File: src/rtl/mult_div_unit_pkg.sv
// ----------------------------------------------------------------------------
// mult_div_unit_pkg
// Shared constants for the iterative multiply/divide unit: the operation
// encodings seen on the op port, the ALU-level op group decode bits, the
// FSM state encodings and the iteration count.
// ----------------------------------------------------------------------------
package mult_div_unit_pkg;

   // op port encodings
   localparam logic [1:0] OP_MULT  = 2'b00;
   localparam logic [1:0] OP_MULTU = 2'b01;
   localparam logic [1:0] OP_DIV   = 2'b10;
   localparam logic [1:0] OP_DIVU  = 2'b11;

   // op[1] selects the divide group, op[0] selects unsigned operation
   localparam int OP_BIT_DIV      = 1;
   localparam int OP_BIT_UNSIGNED = 0;

   // FSM state encodings
   localparam logic [1:0] ST_IDLE = 2'b00;
   localparam logic [1:0] ST_RUN  = 2'b01;
   localparam logic [1:0] ST_DONE = 2'b10;

   // radix-2 iterations per operation
   localparam int MDU_ITERS = 32;

endpackage

File: src/rtl/mult_div_unit.sv
// ----------------------------------------------------------------------------
// mult_div_unit
// Iterative 32x32 multiply / divide unit, one radix-2 step per clock.
// Signed ops run on magnitudes; signs are applied to the final result only,
// so hi/lo never show intermediate values.
//
// Ports
//   clk    : clock, all state changes on rising edge
//   reset  : synchronous active-high reset
//   a      : multiplicand / dividend (sampled on accepted start)
//   b      : multiplier / divisor    (sampled on accepted start)
//   op     : 00 MULT, 01 MULTU, 10 DIV, 11 DIVU
//   start  : request a new operation (accepted in IDLE or DONE)
//   busy   : high while in RUN
//   done   : one-cycle pulse when hi/lo take a new result
//   hi, lo : product[63:32]/[31:0] or remainder/quotient
//
// FSM
//   state   | meaning
//   --------+------------------------------------------------------------
//   ST_IDLE | waiting for start, hi/lo hold last result
//   ST_RUN  | one shift-add / shift-subtract step per cycle, 32 cycles
//   ST_DONE | done=1 for this cycle; start here launches back-to-back
// ----------------------------------------------------------------------------
module mult_div_unit
   import mult_div_unit_pkg::*;
#(
   parameter int WIDTH = 32
) (
   input  logic             clk,
   input  logic             reset,
   input  logic [WIDTH-1:0] a,
   input  logic [WIDTH-1:0] b,
   input  logic [1:0]       op,
   input  logic             start,
   output logic             busy,
   output logic             done,
   output logic [WIDTH-1:0] hi,
   output logic [WIDTH-1:0] lo
);

   localparam int W = WIDTH;

   logic [1:0]     r_state;
   logic [5:0]     r_cnt;
   logic [W-1:0]   r_opnd;
   logic [2*W-1:0] r_wrk;
   logic           r_is_div;
   logic           r_neg_q;
   logic           r_neg_r;
   logic [W-1:0]   r_hi;
   logic [W-1:0]   r_lo;

   logic           w_accept;
   logic           w_signed;
   logic           w_neg_a;
   logic           w_neg_b;
   logic           w_b_zero;
   logic [W-1:0]   w_abs_a;
   logic [W-1:0]   w_abs_b;
   logic [W-1:0]   w_wrk_hi;
   logic [W-1:0]   w_wrk_lo;
   logic [W:0]     w_add_x;
   logic [W:0]     w_add_y;
   logic           w_add_c;
   logic [W:0]     w_sum;
   logic [W-1:0]   w_nxt_hi;
   logic [W-1:0]   w_nxt_lo;
   logic [2*W-1:0] w_prod_neg;
   logic [W-1:0]   w_res_hi;
   logic [W-1:0]   w_res_lo;
   logic           w_last;

   // ---------------------------------------------------------------------
   // operand capture
   // ---------------------------------------------------------------------
   assign w_accept = start && (r_state != ST_RUN);
   assign w_signed = ~op[OP_BIT_UNSIGNED];
   assign w_neg_a  = w_signed & a[W-1];
   assign w_neg_b  = w_signed & b[W-1];
   assign w_b_zero = (b == '0);
   // -2^31 negates to itself, which is the correct unsigned magnitude
   assign w_abs_a  = w_neg_a ? (~a + 1'b1) : a;
   assign w_abs_b  = w_neg_b ? (~b + 1'b1) : b;

   // ---------------------------------------------------------------------
   // shared 33-bit adder/subtractor
   //   multiply : {0,hi} + (lo[0] ? {0,M} : 0)
   //   divide   : {hi,lo[msb]} - {0,D}; bit W is the borrow/sign since the
   //              partial remainder is always below D
   // ---------------------------------------------------------------------
   assign w_wrk_hi = r_wrk[2*W-1:W];
   assign w_wrk_lo = r_wrk[W-1:0];

   always_comb begin
      w_add_x = {1'b0, w_wrk_hi};
      w_add_y = '0;
      w_add_c = 1'b0;
      if (r_is_div) begin
         w_add_x = {w_wrk_hi, w_wrk_lo[W-1]};
         w_add_y = ~{1'b0, r_opnd};
         w_add_c = 1'b1;
      end else if (w_wrk_lo[0]) begin
         w_add_y = {1'b0, r_opnd};
      end
   end

   assign w_sum = w_add_x + w_add_y + {{W{1'b0}}, w_add_c};

   always_comb begin
      w_nxt_hi = w_sum[W:1];
      w_nxt_lo = {w_sum[0], w_wrk_lo[W-1:1]};
      if (r_is_div) begin
         if (w_sum[W]) begin
            // restore: keep the shifted remainder, quotient bit 0
            w_nxt_hi = w_add_x[W-1:0];
            w_nxt_lo = {w_wrk_lo[W-2:0], 1'b0};
         end else begin
            w_nxt_hi = w_sum[W-1:0];
            w_nxt_lo = {w_wrk_lo[W-2:0], 1'b1};
         end
      end
   end

   // ---------------------------------------------------------------------
   // sign application on the last iteration's output
   // ---------------------------------------------------------------------
   assign w_prod_neg = ~{w_nxt_hi, w_nxt_lo} + 1'b1;

   always_comb begin
      w_res_hi = w_nxt_hi;
      w_res_lo = w_nxt_lo;
      if (r_is_div) begin
         if (r_neg_r) w_res_hi = ~w_nxt_hi + 1'b1;
         if (r_neg_q) w_res_lo = ~w_nxt_lo + 1'b1;
      end else if (r_neg_q) begin
         w_res_hi = w_prod_neg[2*W-1:W];
         w_res_lo = w_prod_neg[W-1:0];
      end
   end

   assign w_last = (r_cnt == 6'(MDU_ITERS - 1));

   // ---------------------------------------------------------------------
   // FSM and datapath registers
   // ---------------------------------------------------------------------
   always_ff @(posedge clk) begin
      if (reset) begin
         r_state  <= ST_IDLE;
         r_cnt    <= '0;
         r_opnd   <= '0;
         r_wrk    <= '0;
         r_is_div <= 1'b0;
         r_neg_q  <= 1'b0;
         r_neg_r  <= 1'b0;
         r_hi     <= '0;
         r_lo     <= '0;
      end else begin
         case (r_state)
            ST_IDLE, ST_DONE: begin
               if (w_accept) begin
                  r_state  <= ST_RUN;
                  r_cnt    <= '0;
                  r_is_div <= op[OP_BIT_DIV];
                  if (op[OP_BIT_DIV]) begin
                     r_opnd  <= w_abs_b;
                     r_wrk   <= {{W{1'b0}}, w_abs_a};
                     // a zero divisor yields an all-ones quotient that must
                     // not be negated; the remainder then equals a
                     r_neg_q <= (w_neg_a ^ w_neg_b) & ~w_b_zero;
                     r_neg_r <= w_neg_a;
                  end else begin
                     r_opnd  <= w_abs_a;
                     r_wrk   <= {{W{1'b0}}, w_abs_b};
                     r_neg_q <= w_neg_a ^ w_neg_b;
                     r_neg_r <= 1'b0;
                  end
               end else begin
                  r_state <= ST_IDLE;
               end
            end
            ST_RUN: begin
               r_wrk <= {w_nxt_hi, w_nxt_lo};
               r_cnt <= r_cnt + 6'd1;
               if (w_last) begin
                  r_state <= ST_DONE;
                  r_hi    <= w_res_hi;
                  r_lo    <= w_res_lo;
               end
            end
            default: r_state <= ST_IDLE;
         endcase
      end
   end

   assign busy = (r_state == ST_RUN);
   assign done = (r_state == ST_DONE);
   assign hi   = r_hi;
   assign lo   = r_lo;

endmodule
File: config.mk
export PLATFORM = sky130hd
export DESIGN_NAME = mult_div_unit
export DESIGN_NICKNAME = d
export VERILOG_FILES = /design/src/rtl/mult_div_unit_pkg.sv /design/src/rtl/mult_div_unit.sv
export SDC_FILE = /design/constraint.sdc
export NUM_CORES = 1
export LEC_CHECK = 0
export ABC_CLOCK_PERIOD_IN_PS = 7990
export BUFFER_PORTS_ARGS = -buffer_cell sky130_fd_sc_hd__buf_4
export CAP_MARGIN = 40
export CORE_ASPECT_RATIO = 0.9
export CORE_UTILIZATION = 55
export CTS_CLUSTER_SIZE = 8
export DETAILED_ROUTE_END_ITERATION = 12
export PLACE_DENSITY = 0.81
export SLEW_MARGIN = 20
export SYNTH_ARGS = -nofsm -noshare
export SYNTH_HDL_FRONTEND = slang
export SYNTH_SLANG_ARGS = --single-unit
File: constraint.sdc
create_clock -name clk -period 7.99 [get_ports clk]
set_input_delay 0 -clock clk [delete_from_list [all_inputs] [get_ports clk]]
set_output_delay 0 -clock clk [all_outputs]
set_load 0.01 [all_outputs]
==> results.md, run 1 <==
* Run status: finished, violations left
* Violations in the final reports: design-rule violations
* Endpoint type of the worst setup path: flop
* Part of the Yosys area used for sequential elements at 24.4%
* CP Buf/Inv Count at 2
* # nets final at about 2.1k
* R2R setup slack at 1.36 ns
* Avg WL per Cell at 20.0 um
* Critical Path RT at between 8 and 9 ns
* Gate family responsible for the most delay along the worst path: compound AO/OA/AOI/OAI gates
* Cell with the largest stage delay on the worst path: o21ai_1
* Final-layout fill cell count at 2,264
* I/O pin count at about 140
* Number of design-rule violations left by the first detailed-router iteration at 1,744
* Number of vias per cell after detailed routing at 6.43
* Worst hold path depth at 4
* Resize count post-CTS at 0
* Sum of negative setup slack at 0 ns
* Total Routing Usage GR at between 30% and 40%
* Count of port buffers added during placement at between 100 and 150
* VDD IR-drop max at 0.000163 V
* P_leak at slightly below 6 nW
* Actual slew at the worst max-slew pin at 1.05 ns
* CP startpoint kind: flop
* Cell depth of the worst flop-to-flop path at 21
* Mapped Cells at 1,961
* # diodes at 0
* Number of cell rows at 55
* Number of buffers created by CTS at 17
* Final setup fails at 0
* Area overhead of the layout relative to synthesis at 12.9%
* Grt ovf at 0
* Fin. Hold Viols at 0
* Setup skew after layout at about 0.018 ns
* Hold Crit Class: input pin to flop
* Cell with the most instances on the worst path: o21ai_0
* Min cycle time layout at 6.63 ns
* Max clock buf depth at 2
* Worst-case setup margin in the final layout at 1.36 ns
* Clock tree from TritonCTS: done
* Clk_lat worst skew at 0.45 ns
* CP cell instances: buf_16 -> buf_4 -> mux2_2 -> ha_1 -> nand2_1 -> o21ai_0 -> o21ai_0 -> o21ai_1 -> o21ai_2 -> a22oi_1 -> ha_1 -> o21ai_0 -> nand2b_1 -> or2_2 -> or2_4 -> nor4_2 -> nand4_1 -> a21o_1 -> o41ai_4 -> xnor2_1 -> o21ai_1
* Critical path class: flop to flop
* Post-Synthesis Net Count at 2,069
* Final slew viol count at 0
* DIE HEIGHT at ~150 um
* Reg2Reg Launch Point: r_is_div$_SDFFE_PP0P_
* Largest driver fanout on the critical path at 69
* End point of the most critical hold path: r_opnd[27]$_SDFFE_PP0P_
* Primary flip-flop cell chosen by synthesis mapping: dfxtp_1
* Worst setup slack before clock tree synthesis at 1.16 ns
* Initial core utilization at 55.9%
* RD Place Congestion at 0.959
* Buffer cell driving the clock tree root: clkbuf_16
* Antenna violations before repair at 0
* Arrival time reported for the critical path endpoint at between 6 and 7 ns
* Cell Area, Synth at 14,100 um^2
* Area of the core region at 25,100 um^2
* Count of non-filler cells in the finished layout at 2,369
* Terminus of the critical flop-to-flop path: hi[30]$_SDFFE_PP0P_
* Total of flip-flops plus latches after synthesis at approximately 170
* Post-CTS Setup Bufs at 0
* Clock slew seen by the registers of the worst setup and hold paths at ~0.08 ns
* Share of cells above drive strength 1 at about 14%
* Library cells used by synthesis at 93
* Number of DRC violations after detailed routing at 2
* Min-delay src: a[27]
* Max-cap violations at 0
* Die W at 170 um
* Final period util at 82.9%
* First drt pass iteration count at 11
* Via count of the first global-routing pass at 13.3k
* Global-route wire length before repair at ~73 mm
* Total half-perimeter wirelength after legalization and detailed placement at 35.3 mm
* Synth warnings at 0
* Power per Cell Area at ~160 nW/um^2
* Largest net degree at the start of global routing at 83
* Average footprint of a synthesized cell at ~7 um^2
* Floorplan die area at about 26,000 um^2
* Max H-tree Level at 4
* Largest incremental delay on the critical path at 0.52 ns
* Number of flops mapped to enable cells by yosys at 0
* Total number of vias at 15.2k
* Clock sink count at 171
* Wire length after detailed routing at 47.3 mm
* Number of routed nets with antenna violations at 0
* Async S/R FF share, synth at 0%
* RSZ-0062 raised after global routing: no
* DP Cell Count at 2,329
* Relative slew margins at 29.3%
* Achievable clock frequency at 151 MHz
==> stage by stage <==
stage          hold slack [ns]  power [mW]  util (%)  cell area, um^2
6_report               0.00527        2.55      63.1            15900
2_1_floorplan            0.220        1.45         -            14100
3_5_place_dp             0.400        1.67      60.3            15100
4_1_cts                0.00461        2.52      62.8            15800
5_1_grt                 0.0386        2.64      63.1            15900
3_3_place_gp             0.394        1.66      60.2            15100
==> synthesized netlist by cell type (18+ instances only) <==
| cell type | count | area share (%) |
|---|---|---|
| a21o_1 | 20 | 1.1 |
| nand2_1 | 256 | 6.8 |
| nand4_1 | 20 | 0.89 |
| ha_1 | 37 | 3.3 |
| dfxtp_1 | 171 | 24 |
| a22oi_1 | 36 | 1.9 |
| o21ai_0 | 132 | 4.7 |
| inv_1 | 33 | 0.88 |
| o211ai_1 | 38 | 2.0 |
| nor3_1 | 43 | 1.5 |
| xnor2_1 | 80 | 5.0 |
| nor2_1 | 246 | 6.6 |
| nor4_1 | 22 | 0.98 |
| mux2_2 | 43 | 3.4 |
| clkbuf_1 | 95 | 2.5 |
| a211oi_1 | 60 | 3.2 |
| buf_2 | 18 | 0.64 |
| nand3_1 | 27 | 0.96 |
| xor2_1 | 53 | 3.3 |
| a21oi_1 | 187 | 6.7 |
| a221oi_1 | 18 | 1.1 |
| a31oi_1 | 23 | 1.0 |
| mux2i_1 | 28 | 2.0 |
==> power by group <==
part	leakage, nW	switching, mW	internal (mW)	total [mW]
Combinational	4.28	0.488	0.272	0.760
Sequential	1.39	0.0460	0.887	0.933
Clock	0.290	0.431	0.423	0.854
Total	5.96	0.965	1.58	2.55
==> worst reg2reg max path, delay by kind of cell (launching register included) <==
| kind | cells | cell delay [ns] |
|---|---|---|
| xor gates and xnor gates | 1 | 0.16 |
| muxes | 1 | 0.40 |
| and+or+nand+nor | 6 | 1.46 |
| AOI/OAI and AO/OA | 9 | 2.74 |
| DFF | 1 | 0.38 |
| buffers and inverters | 2 | 0.69 |
| adders and majority gates | 2 | 0.68 |
==> cell families (layout without fill, tap and decap cells) <==
family | after synthesis | in the layout | synth area share (%)
XOR/XNOR | 133 | 133 | 8.29
adder cells (fa/ha/maj) | 39 | 39 | 3.58
AO/OA/AOI/OAI | 635 | 635 | 29.0
buffers and inverters | 164 | 230 | 4.62
flip-flops | 171 | 171 | 24.4
multiplexers | 72 | 72 | 5.55
AND/OR/NAND/NOR | 747 | 747 | 24.6
==> per-layer routing <==
metal  up-vias  global-route usage [%]  routed length (um)
li1       7217                       -                   -
met1      7098                    51.4               21000
met2       844                    51.2               19700
met3        81                    8.16                5260
met4         0                    11.0                1370
met5         -                       0                   0
==> worst max-delay path by stage <==
stage                           from                  end  slack, ns  cells after the start
2_1_floorplan  r_is_div$_SDFFE_PP0P_  hi[30]$_SDFFE_PP0P_       0.58                     31
3_3_place_gp   r_is_div$_SDFFE_PP0P_  hi[30]$_SDFFE_PP0P_       1.37                     23
3_5_place_dp   r_is_div$_SDFFE_PP0P_  hi[30]$_SDFFE_PP0P_       1.16                     23
4_1_cts        r_is_div$_SDFFE_PP0P_  hi[30]$_SDFFE_PP0P_       1.10                     23
5_1_grt        r_is_div$_SDFFE_PP0P_  hi[30]$_SDFFE_PP0P_       1.08                     21
6_report       r_is_div$_SDFFE_PP0P_  hi[30]$_SDFFE_PP0P_       1.36                     21
==> final cells by class <==
class | count | area (um^2) | share of cell area, %
clock inverter | 15 | 181 | 1.14
inverter | 34 | 128 | 0.805
timing repair buffer | 164 | 1270 | 8.02
multi-input combinational | 1626 | 10000 | 63.0
tap | 342 | 428 | 2.70
sequential | 171 | 3430 | 21.6
clock buffer | 17 | 425 | 2.68
==> repair_timing <==
item,in CTS,in global routing
hold buffers,3,0
hold endpoints to repair,2,0
setup endpoints to repair,0,0
==> sequential cells by signal (all words and copies together) (netlist names) <==
signal / flops
r_wrk: 64
hi: 32
lo: 32
r_opnd: 32
r_cnt: 6
r_state: 2
r_is_div: 1
r_neg_q: 1
r_neg_r: 1
==> cell usage in the layout (no fill, tap or decap), types with 20 or more instances in the layout <==
master / count
a22oi_1: 36
nand3_1: 27
o211ai_1: 38
a21o_1: 20
xor2_1: 53
nor4_1: 22
nor3_1: 43
a211oi_1: 60
nor2_1: 245
buf_4: 156
dfxtp_1: 170
xnor2_1: 80
nand2_1: 256
nand4_1: 20
o21ai_0: 132
mux2_2: 43
ha_1: 37
a31oi_1: 23
inv_1: 33
a21oi_1: 187
mux2i_1: 28
Power figures use the tool's default switching activity.
==> run 2: changes to the inputs <==
--- a/config.mk
+++ b/config.mk
@@ -5,7 +5,7 @@
 export SDC_FILE = /design/constraint.sdc
 export NUM_CORES = 1
 export LEC_CHECK = 0
-export ABC_CLOCK_PERIOD_IN_PS = 7990
+export ABC_CLOCK_PERIOD_IN_PS = 5600
 export BUFFER_PORTS_ARGS = -buffer_cell sky130_fd_sc_hd__buf_4
 export CAP_MARGIN = 40
 export CORE_ASPECT_RATIO = 0.9
==> constraint.sdc (replaced) <==
create_clock -name clk -period 5.6 [get_ports clk]
set_input_delay 0 -clock clk [delete_from_list [all_inputs] [get_ports clk]]
set_output_delay 0 -clock clk [all_outputs]
set_load 0.01 [all_outputs]
==> results.md, run 2 (same netlist as run 1, synthesis figures left out) <==
* Area post-placement at 15,500 um^2
* Share of cells above drive strength 1 at 16.3%
* DP Cell Count at 2,348
* # diodes at 0
* # nets final at 2,138
* Largest net degree at the start of global routing at between 70 and 80
* Number of routed nets with antenna violations at 0
* Commonest cells after routing, fill and taps aside: nand2_1 (255), nor2_1 (244), a21oi_1 (184)
* I/O pin count at 135
* Most frequent standard cell in the layout excluding fill and tap cells: nand2_1
* Wire length after detailed routing at 47.5 mm
* VDD IR-drop max at 0.000194 V
* Detailed-routed wire length on met3 at 5.01 mm
* Fin. Hold Viols at 0
* Worst-case setup margin in the final layout at 0.389 ns
* Run status: complete, no violations
* Number of buffers created by CTS at 17
* Footprint of the multi-input gates at 10,200 um^2
* First drt pass iteration count at 8
* Arrival time reported for the critical path endpoint at 5.52 ns
* Achievable clock frequency at 192 MHz
* Floorplan die area at 26,200 um^2
* Clock tree from TritonCTS: done
* Critical Path RT at roughly 6 ns
* Area overhead of the layout relative to synthesis at 14.8%
* Final slew viol count at 0
* RSZ-0062 raised after global routing: no
* Top Layer Used: met4
* Actual slew at the worst max-slew pin at 0.823 ns
* Max reg flops at 64
* Area of the core region at 25,100 um^2
* Total Routing Usage GR at a little over a third
* Clock sink count at 171
* Min cycle time layout at 5.21 ns
* Clock slew seen by the registers of the worst setup and hold paths at 0.08 ns
* Max-cap violations at 0
* Critical path class: flop to flop
* Global-route wire length before repair at 73.0 mm
* Via count of the first global-routing pass at 13.2k
* Final-layout fill cell count at 2,270
* Relative slew margins at 45.1%
* Largest driver fanout on the critical path at 32
* Initial core utilization at 55.9%
* DIE HEIGHT at 154 um
* Final period util at approximately 93%
* Max H-tree Level at 4
* Worst setup path start: r_is_div$_SDFFE_PP0P_
* CP startpoint kind: flop
* Register cell area after layout at 3430 um^2
* Overall power consumption at 3.63 mW
* Count of non-filler cells in the finished layout at 2,385
* Power per Cell Area at about 230 nW/um^2
* Die W at between 150 and 200 um
* Count of port buffers added during placement at 134
* RD Place Congestion at between 1 and 1.5
* Final setup fails at 0
* Reg2Reg Launch Point: r_is_div$_SDFFE_PP0P_
* Routed wl met2 at 20.1 mm
* Setup skew after layout at ~0.02 ns
* P_leak at around 6.0 nW
* Clk_lat worst skew at 0.45 ns
* Number of cell rows at 55
* Antenna violations before repair at 0
* Number of vias per cell after detailed routing at 6.40
* Max clock buf depth at 2
* Min-delay src: a[29]
* Endpoint type of the worst setup path: flop
* Grt ovf at 0
* Total half-perimeter wirelength after legalization and detailed placement at 36.1 mm
* Number of design-rule violations left by the first detailed-router iteration at ~2.1k
* Buffer cell driving the clock tree root: clkbuf_16
* Worst setup slack before clock tree synthesis at 0.366 ns
* Avg WL per Cell at 19.9 um
* Total number of vias at 15.3k
* Number of DRC violations after detailed routing at 0
* Hold Crit Class: input pin to flop
* Top reg by flops: r_wrk
* Routed metal-1 wire length at 21.4 mm
* Post-route cell area at 16,100 um^2
## run 2: cell count changes in the layout (fill, tap and decap cells not counted), moves of 3 or more
cell	change
o21ai_2	+4
clkinv_4	+3
a21oi_1	-3
clkinv_8	-5
o21ai_0	-8
a21oi_2	+3
o21ai_1	+3
ha_4	+4
inv_8	+4
ha_1	-6
buf_4	+15
## run 2: per-stage QoR
| step | TNS, ns | util (%) | hold WS, ns |
|---|---|---|---|
| finish | 0 | 64.2 | 0.0328 |
| global route | 0 | 64.2 | 0.0442 |
| CTS | 0 | 64.1 | 0.0236 |
| detailed placement | 0 | 61.7 | 0.413 |
| global placement | 0 | 61.5 | 0.405 |
| floorplan | -0.919 | - | 0.220 |
## run 2: where the power goes
part | switching, mW | total, mW | internal, mW
combinational | 0.714 | 1.13 | 0.411
sequential | 0.0654 | 1.33 | 1.27
clock | 0.581 | 1.18 | 0.596
total | 1.36 | 3.63 | 2.27
## run 2: worst paths after layout
check / to / slack, ns / cells past startpoint
hold reg to reg: hi[30]$_SDFFE_PP0P_ / 0.45 / 2
setup / recovery: hi[28]$_SDFFE_PP0P_ / 0.39 / 25
hold / removal: r_opnd[29]$_SDFFE_PP0P_ / 0.03 / 4
setup reg to reg: hi[28]$_SDFFE_PP0P_ / 0.39 / 25
## run 2: final cells by class
type / instances / area share (%)
multi-input cells: 1626 / 63.2
flip-flops and latches: 171 / 21.2
repair buffers: 180 / 8.52
clock buffers: 18 / 2.66
well taps: 342 / 2.65
clock inverters: 14 / 0.923
inverters: 34 / 0.807
## run 2: critical path, cell delays in order (launching register included)
cell and delay [ns]:
dfxtp_4 0.61, nor2b_2 0.09, nand2_1 0.07, o21ai_0 0.10
inv_1 0.10, fa_2 0.21, inv_2 0.04, fa_2 0.41
a211oi_2 0.27, o211ai_1 0.18, a22o_1 0.27, o211a_4 0.32
o21ai_4 0.19, buf_4 0.22, nand2_4 0.11, nand2_1 0.09
nand3_1 0.08, o21ai_1 0.16, ha_2 0.25, inv_2 0.05
a31oi_4 0.20, and3_1 0.33, nand4_1 0.21, o31ai_4 0.29
xnor2_1 0.15, a211oi_2 0.08
## run 2: timing repair
item                                   in CTS  in global routing
buffers inserted                            0                  0
setup endpoints to repair                   0                  9
hold buffers                                3                  0
gates resized for setup                     0                  5
endpoints found under the hold margin       3                  0
## run 2: layer usage
| metal | global-route usage, % | vias to the layer above |
|---|---|---|
| met1 | 53.3 | 7128 |
| met4 | 8.79 | 0 |
| met5 | 0 | - |
| met3 | 5.89 | 70 |
| li1 | - | 7256 |
| met2 | 51.6 | 817 |
